<file path="src/rtl/spi_mem_pkg.sv">
// Shared constants and frame layout for the spiMemory SPI master.
package spi_mem_pkg;

    localparam int unsigned FRAME_BITS = 16;
    localparam int unsigned RW_BIT_POS = 8;
    localparam logic        RW_READ    = 1'b1;
    localparam int unsigned STATE_W    = 3;

    typedef logic [STATE_W-1:0] state_t;

    localparam state_t ST_IDLE  = 3'd0;
    localparam state_t ST_SETUP = 3'd1;
    localparam state_t ST_SHIFT = 3'd2;
    localparam state_t ST_HOLD  = 3'd3;
    localparam state_t ST_DONE  = 3'd4;

    // One serial frame, MSB first: address, R/W (1 = read), data.
    typedef struct packed {
        logic [6:0] addr;
        logic       rw;
        logic [7:0] data;
    } frame_t;

endpackage

</file>
<file path="src/rtl/spi_clk_div.sv">
// Half-period divider: registered one-cycle tick every CLK_DIV enabled cycles.
module spi_clk_div #(
    parameter int unsigned CLK_DIV = 4
) (
    input  logic clk,
    input  logic reset_n,
    input  logic en,
    input  logic clr,
    output logic tick
);

    localparam int unsigned CNT_W = (CLK_DIV > 1) ? $clog2(CLK_DIV) : 1;

    logic [CNT_W-1:0] cnt;

    // tick is raised one cycle early so it lands on the last cycle of each period
    always_ff @(posedge clk or negedge reset_n) begin
        if (!reset_n) begin
            cnt  <= '0;
            tick <= 1'b0;
        end else if (clr) begin
            cnt  <= '0;
            tick <= 1'b0;
        end else if (en) begin
            cnt  <= (cnt == CNT_W'(CLK_DIV - 1)) ? '0 : cnt + CNT_W'(1);
            tick <= (cnt == CNT_W'(CLK_DIV - 2));
        end else begin
            tick <= 1'b0;
        end
    end

endmodule

</file>
<file path="src/rtl/spi_mem_master.sv">
// SPI mode-0 master issuing one 16-bit read/write frame per request to spiMemory.
module spi_mem_master
    import spi_mem_pkg::*;
#(
    parameter int unsigned CLK_DIV = 4,
    parameter int unsigned ADDR_W  = 7,
    parameter int unsigned DATA_W  = 8
) (
    input  logic              clk,
    input  logic              reset_n,
    input  logic              req,
    input  logic              wr,
    input  logic [ADDR_W-1:0] addr,
    input  logic [DATA_W-1:0] wdata,
    output logic              ready,
    output logic              busy,
    output logic              done,
    output logic [DATA_W-1:0] rdata,
    output logic              sclk,
    output logic              cs,
    output logic              mosi,
    input  logic              miso
);

    localparam int unsigned BIT_W = $clog2(FRAME_BITS);

    state_t                  state, state_nxt;
    logic [FRAME_BITS-1:0]   shreg, shreg_nxt;
    logic [DATA_W-1:0]       rx, rx_nxt;
    logic [DATA_W-1:0]       rdata_nxt;
    logic [BIT_W-1:0]        bit_cnt, bit_cnt_nxt;
    logic                    is_read, is_read_nxt;
    logic                    cs_nxt, sclk_nxt, mosi_nxt, done_nxt, ready_nxt, busy_nxt;
    logic                    miso_meta, miso_sync;
    logic                    tick;
    logic                    div_en_c, div_clr_c;
    frame_t                  load_c;

    assign div_en_c  = (state == ST_SETUP) || (state == ST_SHIFT) || (state == ST_HOLD);
    assign div_clr_c = (state == ST_IDLE);

    spi_clk_div #(.CLK_DIV(CLK_DIV)) u_div (
        .clk     (clk),
        .reset_n (reset_n),
        .en      (div_en_c),
        .clr     (div_clr_c),
        .tick    (tick)
    );

    // miso is asynchronous to clk
    always_ff @(posedge clk or negedge reset_n) begin
        if (!reset_n) begin
            miso_meta <= 1'b0;
            miso_sync <= 1'b0;
        end else begin
            miso_meta <= miso;
            miso_sync <= miso_meta;
        end
    end

    always_ff @(posedge clk or negedge reset_n) begin
        if (!reset_n) begin
            state   <= ST_IDLE;
            shreg   <= '0;
            rx      <= '0;
            rdata   <= '0;
            bit_cnt <= '0;
            is_read <= 1'b0;
            cs      <= 1'b1;
            sclk    <= 1'b0;
            mosi    <= 1'b0;
            done    <= 1'b0;
            ready   <= 1'b1;
            busy    <= 1'b0;
        end else begin
            state   <= state_nxt;
            shreg   <= shreg_nxt;
            rx      <= rx_nxt;
            rdata   <= rdata_nxt;
            bit_cnt <= bit_cnt_nxt;
            is_read <= is_read_nxt;
            cs      <= cs_nxt;
            sclk    <= sclk_nxt;
            mosi    <= mosi_nxt;
            done    <= done_nxt;
            ready   <= ready_nxt;
            busy    <= busy_nxt;
        end
    end

    // Next-state and next-output logic; outputs are registered from the *_nxt values.
    always_comb begin
        state_nxt   = state;
        shreg_nxt   = shreg;
        rx_nxt      = rx;
        rdata_nxt   = rdata;
        bit_cnt_nxt = bit_cnt;
        is_read_nxt = is_read;
        cs_nxt      = cs;
        sclk_nxt    = sclk;
        mosi_nxt    = mosi;
        done_nxt    = 1'b0;
        ready_nxt   = ready;
        busy_nxt    = busy;

        load_c.addr = addr;
        load_c.rw   = ~wr;
        load_c.data = wr ? wdata : '0;

        case (state)
            ST_IDLE: begin
                if (req) begin
                    state_nxt   = ST_SETUP;
                    shreg_nxt   = load_c;
                    rx_nxt      = '0;
                    bit_cnt_nxt = '0;
                    is_read_nxt = ~wr;
                    cs_nxt      = 1'b0;
                    mosi_nxt    = load_c[FRAME_BITS-1];
                    ready_nxt   = 1'b0;
                    busy_nxt    = 1'b1;
                end
            end
            ST_SETUP: begin
                if (tick) begin
                    state_nxt = ST_SHIFT;
                    sclk_nxt  = 1'b1;
                    rx_nxt    = {rx[DATA_W-2:0], miso_sync};
                end
            end
            ST_SHIFT: begin
                // bit_cnt indexes the current sclk period; the last low half ends the frame
                if (tick) begin
                    if (sclk) begin
                        sclk_nxt  = 1'b0;
                        shreg_nxt = shreg << 1;
                        mosi_nxt  = shreg[FRAME_BITS-2];
                    end else if (bit_cnt == BIT_W'(FRAME_BITS - 1)) begin
                        state_nxt = ST_HOLD;
                    end else begin
                        sclk_nxt    = 1'b1;
                        bit_cnt_nxt = bit_cnt + BIT_W'(1);
                        rx_nxt      = {rx[DATA_W-2:0], miso_sync};
                    end
                end
            end
            ST_HOLD: begin
                if (tick) begin
                    state_nxt = ST_DONE;
                    cs_nxt    = 1'b1;
                    mosi_nxt  = 1'b0;
                    done_nxt  = 1'b1;
                    if (is_read == RW_READ) begin
                        rdata_nxt = rx;
                    end
                end
            end
            ST_DONE: begin
                state_nxt = ST_IDLE;
                ready_nxt = 1'b1;
                busy_nxt  = 1'b0;
            end
            default: begin
                state_nxt = ST_IDLE;
                cs_nxt    = 1'b1;
                sclk_nxt  = 1'b0;
                mosi_nxt  = 1'b0;
                ready_nxt = 1'b1;
                busy_nxt  = 1'b0;
            end
        endcase
    end

endmodule

</file>
<file path="config.mk">
export PLATFORM = sky130hd
export DESIGN_NAME = spi_mem_master
export DESIGN_NICKNAME = d
export VERILOG_FILES = /design/src/rtl/spi_mem_pkg.sv /design/src/rtl/spi_clk_div.sv /design/src/rtl/spi_mem_master.sv
export SDC_FILE = /design/constraint.sdc
export NUM_CORES = 1
export LEC_CHECK = 0
export BUFFER_PORTS_ARGS = -buffer_cell sky130_fd_sc_hd__buf_2
export CAP_MARGIN = 10
export CORE_MARGIN = 4
export CORE_UTILIZATION = 25
export DETAILED_ROUTE_END_ITERATION = 12
export HOLD_SLACK_MARGIN = 0.02
export SYNTH_ARGS = -nofsm -noshare
export SYNTH_HDL_FRONTEND = slang
export SYNTH_HIERARCHICAL = 1
export SYNTH_SLANG_ARGS = --single-unit
</file>
<file path="constraint.sdc">
create_clock -name clk -period 4.5 [get_ports clk]
set_input_delay 0 -clock clk [delete_from_list [all_inputs] [get_ports clk]]
set_output_delay 0 -clock clk [all_outputs]
set_load 0.01 [all_outputs]
</file>
==> metrics.md <==
| Metric | Value |
|---|---|
| Outcome | finished clean |
| Clock latency on the worst-skew pair | 300 ps |
| Final min period | 2230 ps |
| Top cell type by total area after synthesis | dfrtp_1 |
| N_diodes | 0 |
| Initial antenna violation count | 0 |
| Sw Share | 34.7% |
| Number of synthesized register bits | 50 |
| FILL cells | 893 |
| DRT Pass-1 Iters | 4 |
| Worst min path class | input pin to register |
| Num Clock Sinks | 50 |
| Routability cong. | 0.726 |
| VDD IR max | 178 uV |
| Clock Tree Buf Depth | 2 |
| DR DRC count | 0 |
| First-pass GRT wire length | 7.71 mm |
| Area of the multi-input gates | 903 sq um |
| Final nets | 280 |
| Rel. slew slack | 27.8% |
| RSZ-0062 raised after global routing | false |
| Top cell type's share of synthesized area | 53.8% |
| Startpoint Class | register |
| Non-Filler Instances | 366 |
| GRT Overall Usage | 9.29% |
| Int Pwr | 0.914 mW |
| Warnings, synthesis | 6 |
| Reg clk slew, reported paths | 90 ps |
| Root Driver | clkbuf_8 |
| Initial Utilization | 25.6% |
| Cts repair resizes | 0 |
| Setup TNS Final | 0 ps |
| TritonCTS clock tree | done |
| FMAX | 0.449 GHz |
| Postcts setup bufs | 0 |
| Sequential cell area fraction in the yosys report | 56.2% |
| Net switching power figure | 0.486 mW |
| Post-Syn Area | 2230 sq um |
| Clk pwr share | 22.5% |
| Layout cell share with drive strength beyond 1 | 24.0% |
| Finished Cell Area | 2760 sq um |
| Post-Syn Instances | 213 |
| IO Count | 34 |
| Largest net degree at the start of global routing | 51 |
| GR Overflow Total | 0 |
| Critical Path Fanout Max | 29 |
| Post-synthesis cell type count | 38 |
| Power Density | 508 nW/um^2 |
| Synth Net Count | 236 |
| Post-synth EDFFs | 0 |
| Final clock skew | 6.18 ps |
| Vias in the first global route | 1,665 |
| Count of pins over their slew limit | 0 |
| CP Data Arrival Time | 2360 ps |
| 1st-iter DRT viols | 96 |
| Vias per cell | 4.49 |
| Core area | 8720 sq um |
| Setup-failing EPs final | 0 |
| Worst-margin pin slew | 1080 ps |
| Area growth from synthesis to layout | 23.6% |
| Most frequent cell after synthesis | dfrtp_1 |
| Num CTS Buffers | 5 |
| Post-layout util | 31.6% |
| WS Path Type | register to register |
| Placed inst area | 2480 sq um |
| Final ANT Viol Nets | 0 |
| R2r setup slk | 2270 ps |
| Drt wl/cell | 12.3 microns |
| Die height | 102 microns |
| Logic pwr share | 29.9% |
| Post-synth top cells | 48 x dfrtp_1, 28 x nand2_1, 26 x nor2_1, 13 x a31oi_1 |
| Register area | 1250 sq um |
| Syn_area_per_cell | 10.5 sq um |
| Synth Flop Type | dfrtp_1 |
| IO buf count | 33 |
| Hold_ws | 26.1 ps |
| Via Count | 1,645 |
| Max Cap Viol | 0 |
| Total die area | 10,500 sq um |
| Final WL | 4.48 mm |
| Asr flop ratio synth | 100% |
| Placed cell count | 342 |
| DPL Wire Length | 3.11 mm |
| Hold Vio Cnt, Final | 0 |
| Synth top area cells | dfrtp_1 54%, mux2_2 5.0%, nand2_1 4.7%, nor2_1 4.4%, a31oi_1 3.6% |
| CTS H-tree depth | 2 |
| Leakage | 1.26 nW |
| Die width | 102 microns |
| Fin crit share | 49.5% |
| Worst path required time | 4630 ps |
| Endpoint type of the worst setup path | register |
| Seq pwr share | 47.5% |
| Standard-cell rows | 34 |
==> timing repair <==
item	CTS	global route
hold buffers	16	0
setup endpoints to repair	0	0
hold endpoints to repair	63	0
==> final timing paths <==
| check | cells after the start | to | from |
|---|---|---|---|
| max in group asynchronous | 3 | shreg[14] | reset_n |
| setup reg to reg | 3 | shreg[10] | state[2] |
| setup / recovery | 3 | shreg[10] | state[2] |
| min in group asynchronous | 3 | sclk | reset_n |
| hold / removal | 2 | is_read | wr |
| hold reg to reg | 0 | miso_sync | miso_meta |
==> placed cells by master (no fill, tap or decap), types with 2 or more instances in the layout <==
| cell | count |
|---|---|
| a31oi_1 | 13 |
| o22ai_1 | 2 |
| dlygate4sd3_1 | 16 |
| a21oi_1 | 9 |
| dfstp_2 | 2 |
| or3_1 | 2 |
| nor2_1 | 26 |
| nor3_1 | 4 |
| a21o_1 | 2 |
| nand2_1 | 28 |
| nand2b_1 | 5 |
| o21ai_0 | 3 |
| dfrtp_1 | 48 |
| clkbuf_8 | 5 |
| mux2_2 | 10 |
| a22o_1 | 9 |
| buf_2 | 33 |
| inv_1 | 5 |
| nand3_1 | 9 |
| nor3b_2 | 2 |
| ha_1 | 3 |
| o2bb2ai_1 | 2 |
==> critical path: stages, from the launching register on <==
cell	delay, ps
dfrtp_1	610
or2_2	460
a21oi_2	800
a31oi_1	180
==> per-layer routing <==
metal	routed length (microns)	track usage, %	part of all wire, %	vias up
li1	-	-	-	830
met1	2120	11.8	47	783
met2	2150	15.3	48	30
met3	194	2.53	4.3	2
met4	23	3.03	0.51	0
met5	0	0	0	-
==> registers in the layout (all words and copies together) (netlist names), 2 cells and up <==
name,cells
bit_cnt,4
u_div/cnt,2
rx,8
state,3
shreg,15
rdata,8
==> power by group through the flow <==
| stage | Sequential [mW] | Clock [mW] | Combinational (mW) |
|---|---|---|---|
| final | 0.665 | 0.316 | 0.419 |
| after global routing | 0.683 | 0.348 | 0.481 |
| after CTS | 0.664 | 0.327 | 0.427 |
| after detailed placement | 0.673 | 0 | 0.417 |
| after global placement | 0.669 | 0 | 0.404 |
| after floorplan | 0.625 | 0 | 0.358 |
==> through the flow <==
stage / worst slack, ps / power, mW
floorplan: 2620 / 0.984
global placement: 2310 / 1.07
detailed placement: 2280 / 1.09
CTS: 2260 / 1.42
global route: 2040 / 1.51
finish: 2270 / 1.40
==> area by class of cell <==
cell class                 count  area share (%)
inverter                       5           0.681
sequential                    50            45.5
tap                          108            4.90
timing repair buffer          50            12.1
clock buffer                   5            2.50
clock inverter                 3            1.59
multi-input combinational    145            32.8
==> kinds of logic after synthesis <==
logic type               count (synthesis)  synth area share (%)
XOR/XNOR                                 1                 0.393
multiplexers                            10                  5.05
adder cells (fa/ha/maj)                  3                  1.68
buffers and inverters                   18                  3.48
AND/OR/NAND/NOR                         81                  17.2
AO/OA/AOI/OAI                           50                  16.0
flip-flops                              50                  56.2
(Power assumes the default switching activity.)
